File: src/rtl/pgm_ddram_arbiter.sv
// pgm_ddram_arbiter: N-channel 64-bit DDRAM read arbiter with ROM-loader pre-emption and read watchdog
module pgm_ddram_arbiter #(
  parameter int NCH = 4,
  parameter int AW = 29,
  parameter int RR_MODE = 1,
  parameter int TIMEOUT = 255
) (
  input  logic              fixed_50m_clk,
  input  logic              reset_n,
  input  logic [NCH-1:0]    req,
  input  logic [NCH*AW-1:0] addr,
  output logic [NCH-1:0]    ack,
  output logic              err,
  output logic [63:0]       rdata,
  output logic [2:0]        grant_ch,
  input  logic              ldr_en,
  input  logic              ldr_wr,
  input  logic [26:0]       ldr_addr,
  input  logic [15:0]       ldr_din,
  output logic              ldr_ready,
  output logic              ddram_rd,
  output logic              ddram_we,
  output logic [AW-1:0]     ddram_addr,
  output logic [63:0]       ddram_din,
  output logic [7:0]        ddram_be,
  input  logic [63:0]       ddram_dout,
  input  logic              ddram_busy,
  input  logic              ddram_dout_ready
);
  localparam int CW = TIMEOUT > 0 ? $clog2(TIMEOUT + 1) : 1;
  localparam int PW = $clog2(NCH);
  typedef enum logic [2:0] {IDLE, ISSUE, WAIT, DONE, LOAD} state_t;
  state_t state_q, state_d;
  logic [AW-1:0] addr_q, addr_d;
  logic [NCH-1:0] ack_q, ack_d;
  logic err_q, err_d;
  logic [63:0] rdata_q, rdata_d;
  logic [2:0] grant_q, grant_d, rr_q, rr_d, win;
  logic [CW-1:0] cnt_q, cnt_d;
  logic [PW-1:0] idx;
  logic found, timeout, load, unused_ok;
  assign load = state_q == LOAD;
  assign timeout = TIMEOUT > 0 && cnt_q == CW'(TIMEOUT - 1);
  assign unused_ok = ldr_addr[0];
  always_comb begin
    win = '0;
    found = 1'b0;
    idx = '0;
    for (int i = 0; i < NCH; i++) begin
      idx = RR_MODE != 0 ? PW'((int'(rr_q) + 1 + i) % NCH) : PW'(i);
      if (!found && req[idx]) begin
        win = 3'(idx);
        found = 1'b1;
      end
    end
  end
  always_comb begin
    state_d = state_q;
    addr_d = addr_q;
    grant_d = grant_q;
    rr_d = rr_q;
    cnt_d = cnt_q;
    rdata_d = rdata_q;
    ack_d = '0;
    err_d = 1'b0;
    case (state_q)
      IDLE: begin
        if (ldr_en) begin
          state_d = LOAD;
        end else if (found) begin
          grant_d = win;
          rr_d = win;
          addr_d = addr[int'(win)*AW +: AW];
          state_d = ISSUE;
        end
      end
      ISSUE: begin
        if (!ddram_busy) begin
          state_d = WAIT;
          cnt_d = '0;
        end
      end
      WAIT: begin
        if (ddram_dout_ready || timeout) begin
          rdata_d = ddram_dout_ready ? ddram_dout : '1;
          ack_d = NCH'(1) << grant_q;
          err_d = !ddram_dout_ready;
          state_d = DONE;
        end else begin
          cnt_d = cnt_q + 1'b1;
        end
      end
      DONE: state_d = IDLE;
      LOAD: state_d = ldr_en ? LOAD : IDLE;
      default: state_d = IDLE;
    endcase
  end
  always_ff @(posedge fixed_50m_clk or negedge reset_n) begin
    if (!reset_n) begin
      state_q <= IDLE;
      addr_q <= '0;
      grant_q <= '0;
      rr_q <= 3'(NCH - 1);
      cnt_q <= '0;
      rdata_q <= '0;
      ack_q <= '0;
      err_q <= 1'b0;
    end else begin
      state_q <= state_d;
      addr_q <= addr_d;
      grant_q <= grant_d;
      rr_q <= rr_d;
      cnt_q <= cnt_d;
      rdata_q <= rdata_d;
      ack_q <= ack_d;
      err_q <= err_d;
    end
  end
  assign ack = ack_q;
  assign err = err_q;
  assign rdata = rdata_q;
  assign grant_ch = grant_q;
  assign ddram_rd = state_q == ISSUE;
  assign ldr_ready = load && !ddram_busy;
  assign ddram_we = load && ldr_wr && !ddram_busy;
  assign ddram_addr = load ? AW'(ldr_addr[26:3]) : addr_q;
  assign ddram_din = load ? {4{ldr_din}} : '0;
  assign ddram_be = load ? 8'(8'h03 << {ldr_addr[2:1], 1'b0}) : 8'hFF;
endmodule
File: config.mk
export PLATFORM = sky130hd
export DESIGN_NAME = pgm_ddram_arbiter
export DESIGN_NICKNAME = d
export VERILOG_FILES = /design/src/rtl/pgm_ddram_arbiter.sv
export SDC_FILE = /design/constraint.sdc
export NUM_CORES = 1
export LEC_CHECK = 0
export CORE_AREA = 2 2 161 163
export CTS_BUF_LIST = sky130_fd_sc_hd__clkbuf_2 sky130_fd_sc_hd__clkbuf_4 sky130_fd_sc_hd__clkbuf_8
export CTS_CLUSTER_DIAMETER = 200
export DETAILED_ROUTE_END_ITERATION = 10
export DIE_AREA = 0 0 163 165
export GPL_TIMING_DRIVEN = 0
export SLEW_MARGIN = 20
export SYNTH_ARGS = -nofsm -noshare
export SYNTH_HDL_FRONTEND = slang
export SYNTH_SLANG_ARGS = --single-unit
File: constraint.sdc
create_clock -name fixed_50m_clk -period 5.1 [get_ports fixed_50m_clk]
set_input_delay 0.51 -clock fixed_50m_clk [delete_from_list [all_inputs] [get_ports fixed_50m_clk]]
set_output_delay 0.51 -clock fixed_50m_clk [all_outputs]
set_load 0.05 [all_outputs]
# Yosys cells after proc, flatten, opt, wreduce, memory -nomap -nowiden
# Cells that the tools add are included.
# word_totals
register_bits	114
latch_bits	0
ram_bits	0
mem_bits_ro	0
in_bits	233
out_inout_bits	176
n_memories	0
# classes
add_sub_neg	5
n_mul	1
n_div	0
order_cmp	4
n_eq_ne	8
shift	3
muxes	33
bitwise	1
reduce_logical	18
# ops
operator	n
64-bit 2-to-1 mux	2
116-bit by 9-bit variable part select with 29-bit output	1
29-bit 2-to-1 mux	1
8-bit 2-to-1 mux	3
8-bit one-hot mux with 2 select lines	1
3-bit 2-to-1 mux	5
2-bit by 3-bit less-than comparator with 1-bit output, second input constant	4
3-bit one-hot mux with 4 select lines	1
1-bit 2-to-1 mux	10
3-bit AND reduction	3
8-bit by 1-bit adder with 8-bit output, second input constant	1
1-bit binary-select mux with 2-bit select	4
8-bit equality test, second input constant	1
3-bit by 5-bit multiplier with 8-bit output, second input constant	1
2-bit 2-to-1 mux	4
4-bit 2-to-1 mux	2
2-bit by 3-bit << shifter with 8-bit output, first input constant	1
2-bit adder, second input constant	3
1-bit logical AND	6
2-bit != test, second input constant	3
1-bit zero test	5
1-bit by 3-bit << shifter with 4-bit output, first input constant	1
3-bit by 1-bit equality test with 1-bit output, second input constant	1
3-bit by 2-bit equality test with 1-bit output, second input constant	1
8 further kinds	8

# Depth between registers and ports, before layout
# logic_depth
ltp_word	16
ltp_mapped	9
ltp_nobuf	7

# Worst setup path before layout
# No wires, ideal clock.
# synth_path
kind	flip-flop to output port
startpoint	register state_q[1]
endpoint	output ddram_din[16]
arrival_time_ns	2.220
setup_slack_ns	2.370
path_stages_with_launch	7
path_buffers	4
cell_sequence	dfrtp_1 > buf_2 > nor3b_1 > clkbuf_1 > clkbuf_1 > and2_1 > buf_4
# synth_via
elab_chain_len	2
# synth_lines
element	line	source
start: declaration	33	state_t state_q, state_d;
start signal: assignment	109	state_q <= state_d;
3-bit equality test	42	assign load = state_q == LOAD;
64-bit 2-to-1 mux	127	assign ddram_din = load ? {4{ldr_din}} : '0;
end: declaration	24	output logic [63:0] ddram_din,
# No other way between the ends.

# Worst setup path after layout
# layout_path
startpoint	register state_q[2]
endpoint	output ddram_din[23]
# Same word-level chain as after synthesis.

==> flow_metrics.tcl <==
set metrics [dict create \
    start_util_pct 24.67 \
    worstHoldPathType "in2async" \
    grt_pass1_wl_um 35720 \
    areaGrowthSynthToFinish_pct 79.70 \
    clock_latency_ns 0.45 \
    critPathKind "reg2out" \
    final_cell_mix "clkdlybuf4s50_1 (405), dfrtp_1 (111), o22a_1 (65)" \
    antenna_found_initial 0 \
    p_comb_share_pct 65.6 \
    cts.repair.resized 0 \
    worstPathRequired_ns 4.59 \
    yosysUniqueCellTypes 41 \
    status "complete, no violations" \
    synthesis.nets 829 \
    rsz0062_at_grt "no" \
    core_um2 25040 \
    pin_count 409 \
    min_period_ns 4.284 \
    worst-path-buf-inv 4 \
    grt_pass1_vias 6180 \
    finalMaxSlewViolations 0 \
    sequentialPowerShare_pct 21.5 \
    drt_pre_antenna_iters 5 \
    final-setup-viol-count 0 \
    grt_start_max_net_pins 60 \
    cp_num_cells 6 \
    nets 1255 \
    cts_root_buffer "clkbuf_8" \
    diodes 0 \
    netSwitchingFraction_pct 50.28 \
    holdBufCountCts 0 \
    routedWlPerCell_um 17.90 \
    end_kind "output pin" \
    peakVddDrop_uv 346.5 \
    clk_pin_slew_ns 0.09 \
    utilization_pct 44.34 \
    ys_seq_elements 113 \
    htreeDepth 4 \
    first_iter_violations 316 \
    clk_path_buf_depth 2 \
    gp_congestion 0.7912 \
    tns_ns 0 \
    synthFlopType "dfrtp_1" \
    vias_per_cell 4.605 \
    fmaxAchievable_mhz 233.4 \
    die_x_um 163 \
    syn_area_per_cell_um2 10.40 \
    cpPeakStageDelay_ns 0.80 \
    cp.arrival_ns 3.77 \
    io_buffers 406 \
    place_hpwl_um 19230 \
    tightest_slew_ns 0.8295 \
    cts_setup_buffers 0 \
    start_kind "flip-flop" \
    grt_overflow_total 0 \
    grt_usage_pct 17.41 \
    p_int_mw 3.569 \
    drive_above_1_share_pct 12.39 \
    postRouteAntennaNets 0 \
    crit_fanout 10 \
    cts_sinks 113 \
    std_cell_rows 58 \
    fin_skew_ns 0.02265 \
    maxCapViolCount 0 \
    die_area_um2 26900 \
    leakagePower_nw 4.521 \
    yosysWarnings 0 \
    dr_total_vias 6277 \
    crit_top_cell "clkbuf_1" \
    cp_cell_sequence "nor3b_1, clkbuf_1, clkbuf_1, and2_1, buf_4, clkdlybuf4s50_1" \
    cts-buffers-inserted 17 \
    drcViolationCount 0 \
    p_switching_mw 3.609 \
    slowest_stage "clkdlybuf4s50_1" \
    hold_viol 0 \
    cts_tree "done" \
    fill_cells 2459 \
    r2r_cells 8 \
    post-route-period-util_pct 83.99 \
    synthArstFlopShare_pct 100.0 \
    drt_wl_total_um 24400 \
    ys_seq_area_share_pct 45.82 \
    final_common_cell "clkdlybuf4s50_1" \
    cellPowerDensity_nw_per_um2 646.6 \
    synth_cells 594 \
    slew_headroom_pct 44.27 \
    fp.dieH_um 165 \
    synth_area_um2 6177 \
    crit_family "buffers and inverters" \
    power.total_mw 7.178 \
    p_clk_share_pct 12.9 \
    synth_edf_count 0 \
]
[cells in the mapped netlist, drive strengths merged (4+ instances only)]
cell      n  share of area (%)
o22a     65                9.2
nand3     4               0.32
inv       5               0.30
nor2     16               0.97
nand4    31                3.1
nor2b     8               0.81
mux2i    29                4.7
nor3b     5               0.69
nand2    41                2.5
buf      67                7.5
a21o     30                3.6
a21oi     6               0.49
mux2     24                4.4
and2     17                1.7
clkbuf   35                2.1
o21ai     9               0.73
dfrtp   111                 45
o211ai   30                3.6
o31ai    29                3.5
xor2      4               0.57
[state kept, by name, indices dropped and copies added (netlist names)]
signal / flops
rr_q: 2
grant_ch: 2
ack: 4
err: 1
cnt_q: 8
state_q: 3
addr_q: 29
rdata: 64
[power by group through the flow]
stage	Sequential, mW	Combinational [mW]	Clock, mW
after floorplan	2.45	2.20	0
after detailed placement	1.56	4.74	0
after global routing	1.60	4.93	0.994
after CTS	1.55	4.75	0.956
after global placement	1.55	4.72	0
final	1.54	4.71	0.929
[cell families (layout without fill, tap and decap cells)]
group	after synthesis	after routing	synth area share [%]
DFF	113	113	45.82
muxes	53	53	9.074
buffers and inverters	107	546	9.945
xor gates and xnor gates	5	5	0.7089
adders and majority gates	2	2	0.4050
and+or+nand+nor	139	139	12.13
other	1	1	0.06071
AOI/OAI and AO/OA	174	174	21.86
[stage by stage]
| stage | instances | setup slack [ns] | hold slack [ns] | cell area (um2) |
|---|---|---|---|---|
| after CTS | 1363 | 0.6135 | 0.01246 | 11100 |
| after floorplan | 594 | 2.370 | 0.2144 | 6177 |
| after global routing | 1363 | 0.4191 | 0.03317 | 11100 |
| final | 1363 | 0.8164 | 0.02204 | 11100 |
| after global placement | 1330 | -1.419 | 0.4736 | 10650 |
| after detailed placement | 1331 | 1.125 | 0.4783 | 10680 |
[metal layers]
layer,GRT usage [%],vias to the layer above,wire (um)
li1,-,3003,-
met1,21.80,3014,10280
met2,30.07,229,12240
met3,3.214,31,1383
met4,6.114,0,490
met5,0,-,0
[final timing paths]
path                                        startpoint                      to  slack, ns
worst max-delay path            state_q[2]$_DFFE_PN0P_           ddram_din[23]       0.82
worst min-delay path                           reset_n   rdata[38]$_DFFE_PN0P_       0.02
worst max register to register    cnt_q[0]$_DFFE_PN0P_   rdata[58]$_DFFE_PN0P_       2.79
worst min register to register  addr_q[27]$_DFFE_PN0P_  addr_q[27]$_DFFE_PN0P_       0.49
max in group asynchronous                      reset_n     rr_q[1]$_DFFE_PN1P_       4.31
min in group fixed_50m_clk      addr_q[27]$_DFFE_PN0P_  addr_q[27]$_DFFE_PN0P_       0.49
[final cells by class]
cell class | count | area [um2] | share of cell area [%]
Inverter | 5 | 18.77 | 0.1691
Clock buffer | 18 | 241.5 | 2.175
Sequential cell | 113 | 2830 | 25.50
Multi-Input combinational cell | 374 | 2733 | 24.62
Tap cell | 330 | 412.9 | 3.720
Timing Repair Buffer | 407 | 4093 | 36.87
Clock inverter | 14 | 176.4 | 1.589
Buffer | 102 | 595.6 | 5.365
No activity file was read; power rests on OpenSTA's default activity.
